### src/rtl/adder_seq_pkg.sv
// Shared definitions for the multi-precision add/subtract sequencer.
//   state_t : controller state encoding (IDLE, RUN, DONE)
//   BYTE_W  : width of the shared arithmetic slice in bits
package adder_seq_pkg;

    localparam int BYTE_W = 8;

    typedef enum logic [1:0] {
        IDLE = 2'b00,
        RUN  = 2'b01,
        DONE = 2'b10
    } state_t;

endpackage : adder_seq_pkg

### src/rtl/adder_mp_sequencer_if.sv
// Command / result handshake bundle for adder_mp_sequencer.
//   start_valid/start_ready : command handshake (op_a, op_b, op_sub, op_cin)
//   res_valid/res_ready     : result handshake (result, res_cout, res_ovf)
// modport master : command source and result consumer
// modport slave  : the sequencer
interface adder_mp_sequencer_if
    import adder_seq_pkg::*;
#(
    parameter int NBYTES = 4
);
    localparam int W = NBYTES * BYTE_W;

    logic         start_valid;
    logic         start_ready;
    logic [W-1:0] op_a;
    logic [W-1:0] op_b;
    logic         op_sub;
    logic         op_cin;
    logic         res_valid;
    logic         res_ready;
    logic [W-1:0] result;
    logic         res_cout;
    logic         res_ovf;

    modport master (
        output start_valid, op_a, op_b, op_sub, op_cin, res_ready,
        input  start_ready, res_valid, result, res_cout, res_ovf
    );

    modport slave (
        input  start_valid, op_a, op_b, op_sub, op_cin, res_ready,
        output start_ready, res_valid, result, res_cout, res_ovf
    );

endinterface : adder_mp_sequencer_if

### src/rtl/adder_mp_sequencer_adder_8bits.sv
// adder_8bits: combinational 8-bit ripple-carry slice.
//   a, b : operand bytes
//   cin  : carry into bit 0
//   sum  : sum byte
//   cout : carry out of every bit; cout[7] is the byte carry, cout[6] is the
//          carry into the sign bit (used for signed overflow on the top byte)
module adder_8bits
    import adder_seq_pkg::*;
(
    input  logic [BYTE_W-1:0] a,
    input  logic [BYTE_W-1:0] b,
    input  logic              cin,
    output logic [BYTE_W-1:0] sum,
    output logic [BYTE_W-1:0] cout
);

    logic [BYTE_W:0] carry_s;

    assign carry_s[0] = cin;

    for (genvar i = 0; i < BYTE_W; i++) begin : g_bit
        assign sum[i]         = a[i] ^ b[i] ^ carry_s[i];
        assign carry_s[i + 1] = (a[i] & b[i]) | (carry_s[i] & (a[i] ^ b[i]));
    end

    assign cout = carry_s[BYTE_W:1];

endmodule : adder_8bits

### src/rtl/adder_mp_sequencer.sv
// adder_mp_sequencer: W-bit add/subtract performed one byte per cycle on a
// single shared adder_8bits slice, LSB byte first, with the carry registered
// between bytes.
//   clk   : rising-edge clock
//   rst_n : asynchronous active-low reset
//   bus   : slave side of adder_mp_sequencer_if (command in, result out)
// Latency from command accept to res_valid is NBYTES cycles.
module adder_mp_sequencer
    import adder_seq_pkg::*;
#(
    parameter int NBYTES = 4
) (
    input  logic                clk,
    input  logic                rst_n,
    adder_mp_sequencer_if.slave bus
);

    localparam int W     = NBYTES * BYTE_W;
    localparam int IDX_W = (NBYTES > 1) ? $clog2(NBYTES) : 1;
    localparam logic [IDX_W-1:0] LAST_IDX = IDX_W'(NBYTES - 1);

    state_t             state_r;
    state_t             state_next_s;
    logic [W-1:0]       a_r;
    logic [W-1:0]       b_r;
    logic [W-1:0]       result_r;
    logic [IDX_W-1:0]   idx_r;
    logic               carry_r;
    logic               cout_r;
    logic               ovf_r;
    logic               start_ready_r;
    logic               res_valid_r;
    logic               accept_s;
    logic               last_s;
    logic [BYTE_W-1:0]  a_byte_s;
    logic [BYTE_W-1:0]  b_byte_s;
    logic [BYTE_W-1:0]  sum_s;
    logic [BYTE_W-1:0]  cout_s;
    logic               unused_carry_s;

    // start_ready_r mirrors (state_r == IDLE), so this is the IDLE accept
    assign accept_s = bus.start_valid && start_ready_r;
    assign last_s   = (idx_r == LAST_IDX);

    assign a_byte_s = a_r[idx_r * BYTE_W +: BYTE_W];
    assign b_byte_s = b_r[idx_r * BYTE_W +: BYTE_W];

    // Only the byte carry and the carry into the sign bit are consumed here
    assign unused_carry_s = ^cout_s[BYTE_W-3:0];

    adder_8bits u_slice (
        .a    (a_byte_s),
        .b    (b_byte_s),
        .cin  (carry_r),
        .sum  (sum_s),
        .cout (cout_s)
    );

    // Controller next-state logic
    always_comb begin
        state_next_s = state_r;
        case (state_r)
            IDLE: begin
                if (accept_s) begin
                    state_next_s = RUN;
                end else begin
                    state_next_s = IDLE;
                end
            end
            RUN: begin
                if (last_s) begin
                    state_next_s = DONE;
                end else begin
                    state_next_s = RUN;
                end
            end
            DONE: begin
                if (bus.res_ready) begin
                    state_next_s = IDLE;
                end else begin
                    state_next_s = DONE;
                end
            end
            default: begin
                state_next_s = IDLE;
            end
        endcase
    end

    // State register plus handshake flags decoded from the next state
    always_ff @(posedge clk or negedge rst_n) begin
        if (!rst_n) begin
            state_r       <= IDLE;
            start_ready_r <= 1'b1;
            res_valid_r   <= 1'b0;
        end else begin
            state_r       <= state_next_s;
            start_ready_r <= (state_next_s == IDLE);
            res_valid_r   <= (state_next_s == DONE);
        end
    end

    // Operand capture and byte-serial accumulation of the result
    always_ff @(posedge clk or negedge rst_n) begin
        if (!rst_n) begin
            a_r      <= '0;
            b_r      <= '0;
            result_r <= '0;
            idx_r    <= '0;
            carry_r  <= 1'b0;
            cout_r   <= 1'b0;
            ovf_r    <= 1'b0;
        end else if (accept_s) begin
            a_r     <= bus.op_a;
            // a - b - borrow == a + ~b + ~borrow
            b_r     <= bus.op_sub ? ~bus.op_b : bus.op_b;
            carry_r <= bus.op_cin ^ bus.op_sub;
            idx_r   <= '0;
        end else if (state_r == RUN) begin
            result_r[idx_r * BYTE_W +: BYTE_W] <= sum_s;
            carry_r <= cout_s[BYTE_W-1];
            idx_r   <= idx_r + IDX_W'(1);
            if (last_s) begin
                cout_r <= cout_s[BYTE_W-1];
                ovf_r  <= cout_s[BYTE_W-1] ^ cout_s[BYTE_W-2];
            end
        end
    end

    assign bus.start_ready = start_ready_r;
    assign bus.res_valid   = res_valid_r;
    assign bus.result      = result_r;
    assign bus.res_cout    = cout_r;
    assign bus.res_ovf     = ovf_r;

endmodule : adder_mp_sequencer
### src/flat_wrapper.sv
// flat-port wrapper written by rule: the top's interface ports become plain ports
module adder_mp_sequencer_flat import adder_seq_pkg::*;
#(
    parameter int NBYTES = 4
)
  (clk, rst_n, bus_start_valid, bus_op_a, bus_op_b, bus_op_sub, bus_op_cin, bus_res_ready, bus_start_ready, bus_res_valid, bus_result, bus_res_cout, bus_res_ovf);
  adder_mp_sequencer_if #(.NBYTES(NBYTES)) bus_i ();
  input  logic clk;
  input  logic rst_n;
  input wire logic [$bits(bus_i.start_valid)-1:0] bus_start_valid;
  input wire logic [$bits(bus_i.op_a)-1:0] bus_op_a;
  input wire logic [$bits(bus_i.op_b)-1:0] bus_op_b;
  input wire logic [$bits(bus_i.op_sub)-1:0] bus_op_sub;
  input wire logic [$bits(bus_i.op_cin)-1:0] bus_op_cin;
  input wire logic [$bits(bus_i.res_ready)-1:0] bus_res_ready;
  output wire logic [$bits(bus_i.start_ready)-1:0] bus_start_ready;
  output wire logic [$bits(bus_i.res_valid)-1:0] bus_res_valid;
  output wire logic [$bits(bus_i.result)-1:0] bus_result;
  output wire logic [$bits(bus_i.res_cout)-1:0] bus_res_cout;
  output wire logic [$bits(bus_i.res_ovf)-1:0] bus_res_ovf;
  assign bus_i.start_valid = bus_start_valid;
  assign bus_i.op_a = bus_op_a;
  assign bus_i.op_b = bus_op_b;
  assign bus_i.op_sub = bus_op_sub;
  assign bus_i.op_cin = bus_op_cin;
  assign bus_i.res_ready = bus_res_ready;
  assign bus_start_ready = bus_i.start_ready;
  assign bus_res_valid = bus_i.res_valid;
  assign bus_result = bus_i.result;
  assign bus_res_cout = bus_i.res_cout;
  assign bus_res_ovf = bus_i.res_ovf;
  adder_mp_sequencer #(.NBYTES(NBYTES)) u_core (.clk(clk), .rst_n(rst_n), .bus(bus_i));
endmodule
### config.mk
export PLATFORM = sky130hd
export DESIGN_NAME = adder_mp_sequencer_flat
export DESIGN_NICKNAME = d
export VERILOG_FILES = /design/src/rtl/adder_seq_pkg.sv /design/src/rtl/adder_mp_sequencer_if.sv /design/src/rtl/adder_mp_sequencer_adder_8bits.sv /design/src/rtl/adder_mp_sequencer.sv /design/src/flat_wrapper.sv
export SDC_FILE = /design/constraint.sdc
export NUM_CORES = 1
export LEC_CHECK = 0
export CAP_MARGIN = 20
export CORE_UTILIZATION = 53
export CTS_BUF_LIST = sky130_fd_sc_hd__clkbuf_8
export DETAILED_ROUTE_END_ITERATION = 16
export PLACE_DENSITY_LB_ADDON = 0.1
export SLEW_MARGIN = 20
export SYNTH_ARGS = -nofsm -noshare
export SYNTH_HDL_FRONTEND = slang
export SYNTH_SLANG_ARGS = --single-unit
### constraint.sdc
create_clock -name clk -period 6.28 [get_ports clk]
set_clock_uncertainty 0.05 [all_clocks]
set_input_delay 0.628 -clock clk [delete_from_list [all_inputs] [get_ports clk]]
set_output_delay 0.628 -clock clk [all_outputs]
set_load 0.02 [all_outputs]
==> reports/metrics.yaml <==
critPathLaunch: "u_core.idx_r[0]"
num_io_pins: 106
met2_length_mm: 5.451
gr-total-overflow: 0
detail_route.wl_per_cell_um: 16.21
synth_top_cell_by_area: "dfrtp_1"
grt_pass1_vias: 3423
placed_area_um2: 6218
grt_usage: 0.2249
synth_top_area_share: 0.5101
highest_layer: "met4"
place_congestion: 0.7927
clkSlewWorstSetupHoldPaths_ns: 0.10
areaGrowthSynthToFinish_pct: 25.21
ff2ff_setup_slack_ns: 1.46
antenna_found_initial: 0
leakage_uw: 0.002800
vdd_drop_max_mv: 0.2355
synth_area_leaders: "dfrtp_1 (51%), mux2_2 (7.7%), mux2_1 (7.1%)"
hold_violations: 0
fin_crit_sh: 0.7669
min_period_ns: 4.816
cts.repair.resized: 0
regToRegStartpoint: "u_core.idx_r[0]"
setup_viol_count_final: 0
drtIter0Drc: 113
endpoint: "u_core.bus.result[7]"
wl_mm: 10.26
h-tree-depth: 3
synthArstFlopShare: 1.000
stdcell_count: 633
max-cap-violations: 0
critPathLaunchType: "register"
yosys_warnings: 0
cpMostUsedCell: "fa_1"
antennaDiodeCount: 0
fmax_mhz: 207.6
viasPerCell: 5.175
cts_tree: "done"
yosysSeqAreaShare: 0.5152
port_buffers: 105
tightestPinTransition_ns: 0.8569
synthCells: 400
postCtsHoldBufs: 0
slew_headroom: 0.4288
rr_worst_depth: 17
p_per_area_nw_per_um2: 523.2
place_inst: 617
worstPathMaxFanout: 15
critPathArrivalTime_ns: 5.01
synth_edf_count: 0
r2r-end: "u_core.bus.result[7]"
cts_root_buf: "clkbuf_8"
worstSetupPathType: "register to register"
drv_slew: 0
cts_buffers: 9
avgSynthCellArea_um2: 12.76
ys_ff_latch: 105
chipHeight_um: 100.1
hold_path.class: "input port to asynchronous set/reset pin"
wl_met1_mm: 4.359
cts_buffer_depth: 2
dieWidth_um: 100.1
layout.nets: 583
coreArea_um2: 9284
max_stage_delay_ns: 0.45
dp_hpwl_mm: 7.913
worstPathCellList: "buf_4 -> mux4_2 -> inv_1 -> fa_1 -> fa_1 -> fa_1 -> fa_1 -> fa_1 -> inv_1 -> fa_1 -> inv_1 -> fa_1 -> inv_1 -> fa_1 -> inv_1 -> nor2_1 -> mux2_1"
drt-pass1-iter-count: 4
synth_cell_type_count: 28
design_area_um2: 6389
rsz0062_at_grt: "no"
clk_latency_ns: 0.37
grt_max_degree: 71
drc: 0
grt_first_pass_wirelength_mm: 17.02
cts.sinks: 105
setup_tns_ns: 0
drive_above_1_share: 0.1647
end_kind: "register"
required_ns: 6.47
design.die.area_um2: 10020
antenna_left: 0
holdWs_ns: 0.2479
vias: 3276
crit_path_top_delay_cell: "fa_1"
synth_ff_type: "dfrtp_1"
cts_setup_buffers: 0
status: "complete, no violations"
synth_fp_nets: 484
synth_area_um2: 5102
start_util: 0.5496
num_rows: 35
wl_met3_um: 316
[registers in the layout, indices dropped and copies added, names as in the netlist]
register / count
u_core.bus.start_ready: 1
u_core.bus.res_ovf: 1
u_core.carry_r: 1
u_core.idx_r: 2
u_core.state_r: 2
u_core.bus.res_cout: 1
u_core.b_r: 32
u_core.bus.result: 32
u_core.a_r: 32
u_core.bus.res_valid: 1
[layer usage]
layer | track usage | vias to the layer above
li1 | - | 1547
met1 | 0.2771 | 1634
met2 | 0.4083 | 81
met3 | 0.03203 | 14
met4 | 0.07135 | 0
met5 | 0 | -
[power breakdown]
part | internal [uW] | switching (uW) | leakage, uW | total [uW]
clock network | 144 | 229 | 0.0000872 | 373
registers | 984 | 181 | 0.00132 | 1160
logic | 844 | 960 | 0.00139 | 1800
total | 1970 | 1370 | 0.00280 | 3340
[worst max-delay path, delay by kind of cell, from the launching register on]
| kind | cells | cell delay [ns] |
|---|---|---|
| fa+ha+maj | 8 | 2.98 |
| buf+inv | 6 | 0.60 |
| flops | 1 | 0.39 |
| mux | 2 | 0.64 |
| simple gates | 1 | 0.07 |
[per-stage QoR]
stage	power [uW]	util	setup WS (ns)
2_1_floorplan	2387	-	1.489
3_3_place_gp	2957	0.6698	1.551
3_5_place_dp	3018	0.6698	1.465
4_1_cts	3388	0.6881	1.445
5_1_grt	3606	0.6881	1.217
6_report	3342	0.6881	1.464
[logic make-up after synthesis]
logic type               Yosys count  share of synthesized area
flip-flops                       105                     0.5152
multiplexers                      85                     0.2224
AND/OR/NAND/NOR                   81                    0.07700
buffers and inverters             43                    0.04095
AO/OA/AOI/OAI                     37                    0.03825
XOR/XNOR                          35                    0.06008
adder cells (fa/ha/maj)           14                    0.04610
[area by class of cell]
| type | instances | area [um2] |
|---|---|---|
| fill | 736 | 2895 |
| sequential | 105 | 2629 |
| tap | 129 | 161.4 |
| inverter | 20 | 75.07 |
| timing repair buffer | 111 | 1089 |
| clock buffer | 9 | 123.9 |
| multi-input combinational | 252 | 2265 |
| clock inverter | 7 | 46.29 |
[worst min-delay path by stage]
stage / start / to / cells past startpoint
after global routing: rst_n / u_core.bus.result[28] / 1
after global placement: u_core.b_r[4] / u_core.b_r[4] / 2
after detailed placement: u_core.b_r[16] / u_core.b_r[16] / 2
after CTS: rst_n / u_core.bus.result[29] / 1
after floorplan: rst_n / u_core.a_r[0] / 0
final: rst_n / u_core.bus.result[29] / 1
[cell usage after synthesis (2+ instances only)]
master,number
fa_1,8
a22o_1,2
buf_6,3
o21ai_0,34
mux2_2,35
nand2_1,33
nand3_4,4
xnor2_1,34
mux4_2,16
inv_1,20
clkbuf_1,4
dfrtp_1,104
buf_4,2
nor2_1,36
ha_1,6
or3b_1,2
mux2_1,32
buf_2,14
mux2i_1,2
[cell usage in the layout (no fill, tap or decap), drive strengths merged, types with 9 or more instances in the layout]
master	Yosys	routed
clkbuf	4	9
clkdlybuf4s50	0	103
dfrtp	104	104
inv	20	23
mux2	67	67
mux4	16	16
nand2	34	34
nor2	36	36
o21ai	34	34
xnor2	34	34
Note: power is estimated with default switching activity, not from simulation.
